==> src/rtl/tw_cmult_pkg.sv <==
//------------------------------------------------------------------------------
// tw_cmult_pkg
// Shared constants for the twiddle complex multiplier: default widths and
// FSM state encodings.
// Revision: 1.0 - initial release
//------------------------------------------------------------------------------
`default_nettype none

package tw_cmult_pkg;

    localparam int c_data_bw = 16;
    localparam int c_tw_bw   = 17;
    localparam int c_frac_bw = 15;

    typedef logic [0:0] state_t;

    localparam state_t ST_WAIT = 1'b0;
    localparam state_t ST_RUN  = 1'b1;

endpackage

`default_nettype wire

==> src/rtl/tw_cmult_if.sv <==
//------------------------------------------------------------------------------
// tw_cmult_if
// Stream bundle between the twiddle generator / BF2 stage and tw_cmult.
// master = producer side, slave = tw_cmult.
// Revision: 1.0 - initial release
//------------------------------------------------------------------------------
`default_nettype none

interface tw_cmult_if
    import tw_cmult_pkg::*;
#(
    parameter int DATA_BW = c_data_bw,
    parameter int TW_BW   = c_tw_bw
);
    logic                      sys_en;
    logic                      cordic_rdy;
    logic signed [TW_BW-1:0]   tw_fac_r;
    logic signed [TW_BW-1:0]   tw_fac_i;
    logic signed [DATA_BW-1:0] din_r;
    logic signed [DATA_BW-1:0] din_i;
    logic                      din_vld;
    logic                      ovf_clr;
    logic signed [DATA_BW-1:0] dout_r;
    logic signed [DATA_BW-1:0] dout_i;
    logic                      dout_vld;
    logic                      ovf;

    modport master (
        output sys_en, cordic_rdy, tw_fac_r, tw_fac_i, din_r, din_i, din_vld, ovf_clr,
        input  dout_r, dout_i, dout_vld, ovf
    );

    modport slave (
        input  sys_en, cordic_rdy, tw_fac_r, tw_fac_i, din_r, din_i, din_vld, ovf_clr,
        output dout_r, dout_i, dout_vld, ovf
    );

endinterface

`default_nettype wire

==> src/rtl/tw_round_sat.sv <==
//------------------------------------------------------------------------------
// tw_round_sat
// Registered arithmetic right shift by SH with optional round-half-up, then
// saturation to OUT_BW signed bits. o_sat flags a clipped result.
// Build option: TW_CMULT_ROUND_EN enables rounding (default: floor).
// Revision: 1.0 - initial release
//------------------------------------------------------------------------------
`default_nettype none

module tw_round_sat #(
    parameter int IN_BW  = 34,
    parameter int OUT_BW = 16,
    parameter int SH     = 15
) (
    input  logic                     clk,
    input  logic                     rst,
    input  logic                     en,
    input  logic signed [IN_BW-1:0]  i_din,
    output logic signed [OUT_BW-1:0] o_dout,
    output logic                     o_sat
);
    // One guard bit so the rounding constant can never wrap the sum.
    localparam int EXT_BW = IN_BW + 1;
    localparam int RES_BW = EXT_BW - SH;
    localparam logic signed [RES_BW-1:0] c_max = RES_BW'((2 ** (OUT_BW - 1)) - 1);
    localparam logic signed [RES_BW-1:0] c_min = ~c_max;

    logic signed [EXT_BW-1:0] w_ext;
    logic signed [EXT_BW-1:0] w_rnd;
    logic signed [RES_BW-1:0] w_shr;
    logic signed [OUT_BW-1:0] dout_q, dout_d;
    logic                     sat_q, sat_d;

    assign w_ext = EXT_BW'(i_din);
`ifdef TW_CMULT_ROUND_EN
    localparam logic signed [EXT_BW-1:0] c_half = EXT_BW'(1) <<< (SH - 1);
    assign w_rnd = w_ext + c_half;
`else
    assign w_rnd = w_ext;
`endif
    assign w_shr = RES_BW'(w_rnd >>> SH);

    // Clip the shifted value into the output range and flag any clip.
    always_comb begin
        dout_d = dout_q;
        sat_d  = sat_q;
        if (en) begin
            sat_d = 1'b0;
            if (w_shr > c_max) begin
                dout_d = c_max[OUT_BW-1:0];
                sat_d  = 1'b1;
            end else if (w_shr < c_min) begin
                dout_d = c_min[OUT_BW-1:0];
                sat_d  = 1'b1;
            end else begin
                dout_d = w_shr[OUT_BW-1:0];
            end
        end
    end

    // Result register.
    always_ff @(posedge clk or posedge rst) begin
        if (rst) begin
            dout_q <= '0;
            sat_q  <= 1'b0;
        end else begin
            dout_q <= dout_d;
            sat_q  <= sat_d;
        end
    end

    assign o_dout = dout_q;
    assign o_sat  = sat_q;

endmodule

`default_nettype wire

==> src/rtl/tw_cmult.sv <==
//------------------------------------------------------------------------------
// tw_cmult
// Complex multiply of the stage data stream by the CORDIC twiddle stream:
// S1 multiply, S2 add/sub, S3 round+saturate, optional in/out registers.
// Output valid is held off until cordic_rdy reports an aligned twiddle stream.
// Build option: TW_CMULT_ROUND_EN selects round-half-up instead of floor.
// Revision: 1.0 - initial release
//------------------------------------------------------------------------------
`default_nettype none

module tw_cmult
    import tw_cmult_pkg::*;
#(
    parameter int DATA_BW   = c_data_bw,
    parameter int TW_BW     = c_tw_bw,
    parameter int FRAC_BW   = c_frac_bw,
    parameter bit FF_IN_EN  = 1'b0,
    parameter bit FF_OUT_EN = 1'b0
) (
    input  logic      sys_clk,
    input  logic      sys_rst,
    tw_cmult_if.slave bus
);
    localparam int PROD_BW = DATA_BW + TW_BW;
    localparam int SUM_BW  = PROD_BW + 1;

    logic                      w_en;
    logic                      w_accept;
    logic signed [DATA_BW-1:0] w_a, w_b;
    logic signed [TW_BW-1:0]   w_c, w_d;
    logic                      w_in_vld;
    logic signed [DATA_BW-1:0] w_s3_r, w_s3_i, w_out_r, w_out_i;
    logic                      w_sat_r, w_sat_i, w_out_vld;

    state_t                    state_q, state_d;
    logic signed [PROD_BW-1:0] p_ac_q, p_ac_d, p_bd_q, p_bd_d;
    logic signed [PROD_BW-1:0] p_ad_q, p_ad_d, p_bc_q, p_bc_d;
    logic signed [SUM_BW-1:0]  sum_r_q, sum_r_d, sum_i_q, sum_i_d;
    logic                      s1_vld_q, s1_vld_d, s2_vld_q, s2_vld_d, s3_vld_q, s3_vld_d;
    logic                      ovf_q, ovf_d;

    assign w_en = bus.sys_en;

    // WAIT/RUN tracking of twiddle-stream alignment; holds while disabled.
    always_comb begin
        state_d = state_q;
        if (w_en) begin
            case (state_q)
                ST_WAIT: if (bus.cordic_rdy)  state_d = ST_RUN;
                ST_RUN:  if (!bus.cordic_rdy) state_d = ST_WAIT;
                default: state_d = ST_WAIT;
            endcase
        end
    end

    // A sample is accepted only in a cycle whose twiddle is aligned, i.e. the
    // cycle the FSM enters or stays in RUN; the rdy-drop cycle is rejected.
    assign w_accept = bus.din_vld & (state_d == ST_RUN);

    generate
        if (FF_IN_EN) begin : g_in_reg
            logic signed [DATA_BW-1:0] a_q, a_d, b_q, b_d;
            logic signed [TW_BW-1:0]   c_q, c_d, d_q, d_d;
            logic                      vld_q, vld_d;

            // Input register: data, twiddle and valid sampled together.
            always_comb begin
                a_d = a_q; b_d = b_q; c_d = c_q; d_d = d_q; vld_d = vld_q;
                if (w_en) begin
                    a_d = bus.din_r; b_d = bus.din_i;
                    c_d = bus.tw_fac_r; d_d = bus.tw_fac_i;
                    vld_d = w_accept;
                end
            end

            // Input register state.
            always_ff @(posedge sys_clk or posedge sys_rst) begin
                if (sys_rst) begin
                    a_q <= '0; b_q <= '0; c_q <= '0; d_q <= '0; vld_q <= 1'b0;
                end else begin
                    a_q <= a_d; b_q <= b_d; c_q <= c_d; d_q <= d_d; vld_q <= vld_d;
                end
            end

            assign w_a = a_q; assign w_b = b_q;
            assign w_c = c_q; assign w_d = d_q;
            assign w_in_vld = vld_q;
        end else begin : g_in_wire
            assign w_a = bus.din_r; assign w_b = bus.din_i;
            assign w_c = bus.tw_fac_r; assign w_d = bus.tw_fac_i;
            assign w_in_vld = w_accept;
        end
    endgenerate

    // S1 partial products, S2 cross sums, valid shift and sticky overflow.
    always_comb begin
        p_ac_d = p_ac_q; p_bd_d = p_bd_q; p_ad_d = p_ad_q; p_bc_d = p_bc_q;
        sum_r_d = sum_r_q; sum_i_d = sum_i_q;
        s1_vld_d = s1_vld_q; s2_vld_d = s2_vld_q; s3_vld_d = s3_vld_q;
        ovf_d = ovf_q;
        if (w_en) begin
            p_ac_d   = PROD_BW'(w_a) * PROD_BW'(w_c);
            p_bd_d   = PROD_BW'(w_b) * PROD_BW'(w_d);
            p_ad_d   = PROD_BW'(w_a) * PROD_BW'(w_d);
            p_bc_d   = PROD_BW'(w_b) * PROD_BW'(w_c);
            sum_r_d  = SUM_BW'(p_ac_q) - SUM_BW'(p_bd_q);
            sum_i_d  = SUM_BW'(p_ad_q) + SUM_BW'(p_bc_q);
            s1_vld_d = w_in_vld;
            s2_vld_d = s1_vld_q;
            s3_vld_d = s2_vld_q;
            // Only clips of real samples count; a clip beats a same-cycle clear.
            ovf_d    = (ovf_q & ~bus.ovf_clr) | ((w_sat_r | w_sat_i) & s3_vld_q);
        end
    end

    // Pipeline and control state.
    always_ff @(posedge sys_clk or posedge sys_rst) begin
        if (sys_rst) begin
            state_q  <= ST_WAIT;
            p_ac_q   <= '0; p_bd_q <= '0; p_ad_q <= '0; p_bc_q <= '0;
            sum_r_q  <= '0; sum_i_q <= '0;
            s1_vld_q <= 1'b0; s2_vld_q <= 1'b0; s3_vld_q <= 1'b0;
            ovf_q    <= 1'b0;
        end else begin
            state_q  <= state_d;
            p_ac_q   <= p_ac_d; p_bd_q <= p_bd_d; p_ad_q <= p_ad_d; p_bc_q <= p_bc_d;
            sum_r_q  <= sum_r_d; sum_i_q <= sum_i_d;
            s1_vld_q <= s1_vld_d; s2_vld_q <= s2_vld_d; s3_vld_q <= s3_vld_d;
            ovf_q    <= ovf_d;
        end
    end

    tw_round_sat #(.IN_BW(SUM_BW), .OUT_BW(DATA_BW), .SH(FRAC_BW)) u_rs_r (
        .clk(sys_clk), .rst(sys_rst), .en(w_en),
        .i_din(sum_r_q), .o_dout(w_s3_r), .o_sat(w_sat_r)
    );

    tw_round_sat #(.IN_BW(SUM_BW), .OUT_BW(DATA_BW), .SH(FRAC_BW)) u_rs_i (
        .clk(sys_clk), .rst(sys_rst), .en(w_en),
        .i_din(sum_i_q), .o_dout(w_s3_i), .o_sat(w_sat_i)
    );

    generate
        if (FF_OUT_EN) begin : g_out_reg
            logic signed [DATA_BW-1:0] or_q, or_d, oi_q, oi_d;
            logic                      ov_q, ov_d;

            // Extra output register stage.
            always_comb begin
                or_d = or_q; oi_d = oi_q; ov_d = ov_q;
                if (w_en) begin
                    or_d = w_s3_r; oi_d = w_s3_i; ov_d = s3_vld_q;
                end
            end

            // Output register state.
            always_ff @(posedge sys_clk or posedge sys_rst) begin
                if (sys_rst) begin
                    or_q <= '0; oi_q <= '0; ov_q <= 1'b0;
                end else begin
                    or_q <= or_d; oi_q <= oi_d; ov_q <= ov_d;
                end
            end

            assign w_out_r = or_q; assign w_out_i = oi_q; assign w_out_vld = ov_q;
        end else begin : g_out_wire
            assign w_out_r = w_s3_r; assign w_out_i = w_s3_i; assign w_out_vld = s3_vld_q;
        end
    endgenerate

    assign bus.dout_r   = w_out_r;
    assign bus.dout_i   = w_out_i;
    assign bus.dout_vld = w_out_vld & w_en;
    assign bus.ovf      = ovf_q;

endmodule

`default_nettype wire

==> src/flat_wrapper.sv <==
// flat-port wrapper written by rule: the top's interface ports become plain ports
module tw_cmult_flat import tw_cmult_pkg::*;
#(
    parameter int DATA_BW   = c_data_bw,
    parameter int TW_BW     = c_tw_bw,
    parameter int FRAC_BW   = c_frac_bw,
    parameter bit FF_IN_EN  = 1'b0,
    parameter bit FF_OUT_EN = 1'b0
)
  (sys_clk, sys_rst, bus_sys_en, bus_cordic_rdy, bus_tw_fac_r, bus_tw_fac_i, bus_din_r, bus_din_i, bus_din_vld, bus_ovf_clr, bus_dout_r, bus_dout_i, bus_dout_vld, bus_ovf);
  tw_cmult_if #(.DATA_BW(DATA_BW), .TW_BW(TW_BW)) bus_i ();
  input  logic sys_clk;
  input  logic sys_rst;
  input wire logic [$bits(bus_i.sys_en)-1:0] bus_sys_en;
  input wire logic [$bits(bus_i.cordic_rdy)-1:0] bus_cordic_rdy;
  input wire logic [$bits(bus_i.tw_fac_r)-1:0] bus_tw_fac_r;
  input wire logic [$bits(bus_i.tw_fac_i)-1:0] bus_tw_fac_i;
  input wire logic [$bits(bus_i.din_r)-1:0] bus_din_r;
  input wire logic [$bits(bus_i.din_i)-1:0] bus_din_i;
  input wire logic [$bits(bus_i.din_vld)-1:0] bus_din_vld;
  input wire logic [$bits(bus_i.ovf_clr)-1:0] bus_ovf_clr;
  output wire logic [$bits(bus_i.dout_r)-1:0] bus_dout_r;
  output wire logic [$bits(bus_i.dout_i)-1:0] bus_dout_i;
  output wire logic [$bits(bus_i.dout_vld)-1:0] bus_dout_vld;
  output wire logic [$bits(bus_i.ovf)-1:0] bus_ovf;
  assign bus_i.sys_en = bus_sys_en;
  assign bus_i.cordic_rdy = bus_cordic_rdy;
  assign bus_i.tw_fac_r = bus_tw_fac_r;
  assign bus_i.tw_fac_i = bus_tw_fac_i;
  assign bus_i.din_r = bus_din_r;
  assign bus_i.din_i = bus_din_i;
  assign bus_i.din_vld = bus_din_vld;
  assign bus_i.ovf_clr = bus_ovf_clr;
  assign bus_dout_r = bus_i.dout_r;
  assign bus_dout_i = bus_i.dout_i;
  assign bus_dout_vld = bus_i.dout_vld;
  assign bus_ovf = bus_i.ovf;
  tw_cmult #(.DATA_BW(DATA_BW), .TW_BW(TW_BW), .FRAC_BW(FRAC_BW), .FF_IN_EN(FF_IN_EN), .FF_OUT_EN(FF_OUT_EN)) u_core (.sys_clk(sys_clk), .sys_rst(sys_rst), .bus(bus_i));
endmodule
==> config.mk <==
export PLATFORM = sky130hd
export DESIGN_NAME = tw_cmult_flat
export DESIGN_NICKNAME = d
export VERILOG_FILES = /design/src/rtl/tw_cmult_pkg.sv /design/src/rtl/tw_cmult_if.sv /design/src/rtl/tw_round_sat.sv /design/src/rtl/tw_cmult.sv /design/src/flat_wrapper.sv
export SDC_FILE = /design/constraint.sdc
export NUM_CORES = 2
export LEC_CHECK = 0
export CORE_MARGIN = 5
export CORE_UTILIZATION = 40
export DETAILED_ROUTE_END_ITERATION = 10
export PLACE_DENSITY = 0.55
export SYNTH_ARGS = -nofsm -noshare
export SYNTH_HDL_FRONTEND = slang
export SYNTH_SLANG_ARGS = --single-unit
==> constraint.sdc <==
create_clock -name sys_clk -period 12.4 [get_ports sys_clk]
set_input_delay 3.72 -clock sys_clk [delete_from_list [all_inputs] [get_ports sys_clk]]
set_output_delay 3.72 -clock sys_clk [all_outputs]
set_load 0.01 [all_outputs]
==> flow_summary.yaml <==
run_status:
  outcome: "complete, no violations"
layout:
  fillCellCount: 12600
  final_nets: 7089
  regArea_um2: 5205
  drive_above_1_share: 0.05709
  area_growth_pct: 7.937
  multi_input_area_um2: 40560
die:
  core_um2: 127800
  num_rows: 131
  io_pins: 106
  fp.dieH_um: 369.0
  die_x_um: 369.0
  initial_utilization: 0.4033
  dieArea_um2: 136200
clock_tree:
  htree_levels: 1
  cts_hold_buf: 0
  clock_latency_ps: 610
  clockBufferDepth: 3
  cts-buffers-inserted: 29
  cts_tree: "done"
  post_cts_resized: 0
  post_cts_buffers: 0
  cts.clk_slew.worst_paths_ps: 60
  clock-root-buffer: "clkbuf_16"
  clock-sinks: 208
sta:
  rsz0062_at_grt: "no"
  worst_slack_ps: 1798
  clock_skew_ps: 16.02
  setup_violations: 0
  slew_violations: 0
  timing.final.crit_share: 0.8550
  worst_pin_slew_ps: 1372
  fmax_mhz: 94.32
  setup_tns_ps: 0
  final.min_clock_period_ps: 10600
  finalHoldViolCount: 0
  slew_headroom: 0.08278
synthesis:
  yosysTopAreaCellShare: 0.4286
  synth.distinct_cells: 89
  synth_fp_nets: 7076
  synthTopCellsByArea: "fa_1, dfrtp_1, ha_1"
  syn_area_um2: 51560
  yosysSeqAreaShare: 0.1009
  synth_edf_count: 0
  ys_ff_latch: 208
  yosys_most_used_dff: "dfrtp_1"
  avgSynthCellArea_um2: 9.375
  ys.warnings.count: 0
  synth_largest_area_cell: "fa_1"
  async_flop_share: 1.000
  synthCells: 5500
run:
  max-cap-violations: 0
critical_path:
  endpoint_kind: "flip-flop"
  startpoint_type: "primary input"
  r2r_slack_ps: 8600
  crit_path_cell_trace: "clkdlybuf4s50_1, buf_4, and2_1, fa_1, fa_1, ha_1, inv_1, fa_1, fa_1, fa_1, inv_1, ha_1, nor2b_1, nor4_1, o21ai_1, a211oi_1, o21ai_1, a21bo_2, a211o_1, o311ai_0"
  cp.required_ps: 12890
  crit_arrival_ps: 11090
  cp_max_fo: 16
  critPathTopFamily: "adder cells"
  path_buf_inv: 4
  worstSetupPathType: "in2reg"
  cpPeakStageDelay_ps: 1320
  cp_common_cell: "fa_1"
  crit_slowest_cell: "clkdlybuf4s50_1"
global_routing:
  grt_pass1_vias: 39360
  antenna_found_initial: 9
  grt-ovfl-total: 0
  grt_max_degree: 107
  grt_pass1_wl_um: 227300
  grt_usage: 0.2130
placement:
  dp_hpwl_um: 113400
  io_buffer_count: 105
  routabilityCongestion: 0.8769
  place_ws_ps: 1220
route:
  drc: 0
  via_per_inst: 5.035
  drt_iter0_drc: 2113
  wl_per_cell_um: 19.33
  via_count: 36270
  ant_nets: 0
  finalWirelength_um: 139200
  firstDrtPassIters: 7
hold_path:
  hold_path_class: "reg2reg"
cells by family (layout without fill, tap and decap cells):
kind of cell / Yosys count / after routing / synth area share
XOR/XNOR: 164 / 164 / 0.02786
buffers and inverters: 1546 / 1581 / 0.1125
adder cells (fa/ha/maj): 1504 / 1504 / 0.5257
multiplexers: 113 / 113 / 0.02468
AO/OA/AOI/OAI: 521 / 521 / 0.07071
AND/OR/NAND/NOR: 1444 / 1444 / 0.1376
flip-flops: 208 / 208 / 0.1009
other: 0 / 6 / 0
metal layers:
layer | share of wire | global-route usage
met5 | 0.00010 | 0
met4 | 0.037 | 0.06277
met1 | 0.45 | 0.3010
met3 | 0.056 | 0.03563
met2 | 0.45 | 0.3382
cell usage after synthesis, types with 7 or more instances:
library cell and number:
inv_1 1308, fa_1 1104, nand2_1 592, and2_1 518
ha_1 400, clkbuf_1 228, dfrtp_1 208, nor2_1 176
xnor2_1 135, a21oi_1 128, mux2_2 101, o21ai_0 96
a21o_1 68, o2bb2ai_1 33, nand3_1 29, xor2_1 29
nor3_1 28, nand2b_1 26, a211oi_1 24, o21a_1 20
o21bai_1 19, a211o_1 13, o21ai_1 12, nor2b_1 11
nand4_1 10, o211ai_1 10, or3_1 10, and3_1 9
mux2i_1 9, a31o_2 8, a31oi_1 8, buf_1 8
or2_2 7
worst register-to-register path, cell delays in order (launching register included):
cell,delay [ps]
dfrtp_1,420
ha_1,350
a2111oi_0,470
o21ai_0,230
nor3_1,640
a2111oi_1,410
o2111ai_2,340
a21oi_2,120
o41ai_2,340
xnor2_1,110
mux2_4,260
worst paths after layout:
kind | cells after the start | end | startpoint
max in group asynchronous | 3 | u_core.p_bc_q[22] | sys_rst
min | 2 | u_core.bus.ovf | u_core.bus.ovf
min in group asynchronous | 2 | u_core.u_rs_i.o_dout[14] | sys_rst
max | 20 | u_core.p_bd_q[29] | bus_tw_fac_i[6]
max reg2reg | 10 | u_core.sum_i_q[32] | u_core.p_bc_q[10]
min reg2reg | 2 | u_core.bus.ovf | u_core.bus.ovf
state kept, by name, summed over array words and instances (netlist names), 16 cells and up:
register / flops
u_core.sum_i_q: 19
u_core.u_rs_i.o_dout: 16
u_core.p_bd_q: 33
u_core.p_ac_q: 33
u_core.u_rs_r.o_dout: 16
u_core.sum_r_q: 19
u_core.p_bc_q: 33
u_core.p_ad_q: 33
metrics by stage:
stage | utilization | std cells | hold slack [ps] | area, µm²
2_1_floorplan | - | 5500 | 451.6 | 51560
3_3_place_gp | 0.4277 | 7144 | 461.0 | 54680
3_5_place_dp | 0.4277 | 7144 | 465.2 | 54680
4_1_cts | 0.4352 | 7197 | 481.0 | 55640
5_1_grt | 0.4352 | 7198 | 504.4 | 55640
6_report | 0.4353 | 7203 | 474.8 | 55660
area by class of cell:
class	instances	area share
clock inverter	14	0.003080
sequential	208	0.09352
inverter	1310	0.08851
clock buffer	39	0.01425
antenna	6	0.0002698
multi-input combinational	3746	0.7287
timing repair buffer	218	0.03433
tap	1662	0.03736
cells in the final DEF, fill, tap and decap left out, types with 96 or more instances in the layout:
master and instances:
a21oi_1 128, and2_1 518, buf_4 110, clkdlybuf4s50_1 98
dfrtp_1 208, fa_1 1104, ha_1 400, inv_1 1306
mux2_2 101, nand2_1 592, nor2_1 176, o21ai_0 96
xnor2_1 135
Power is left out: the tool's default activity adds up to more than one toggle a clock period on the data nets, which glitch-free logic cannot reach.
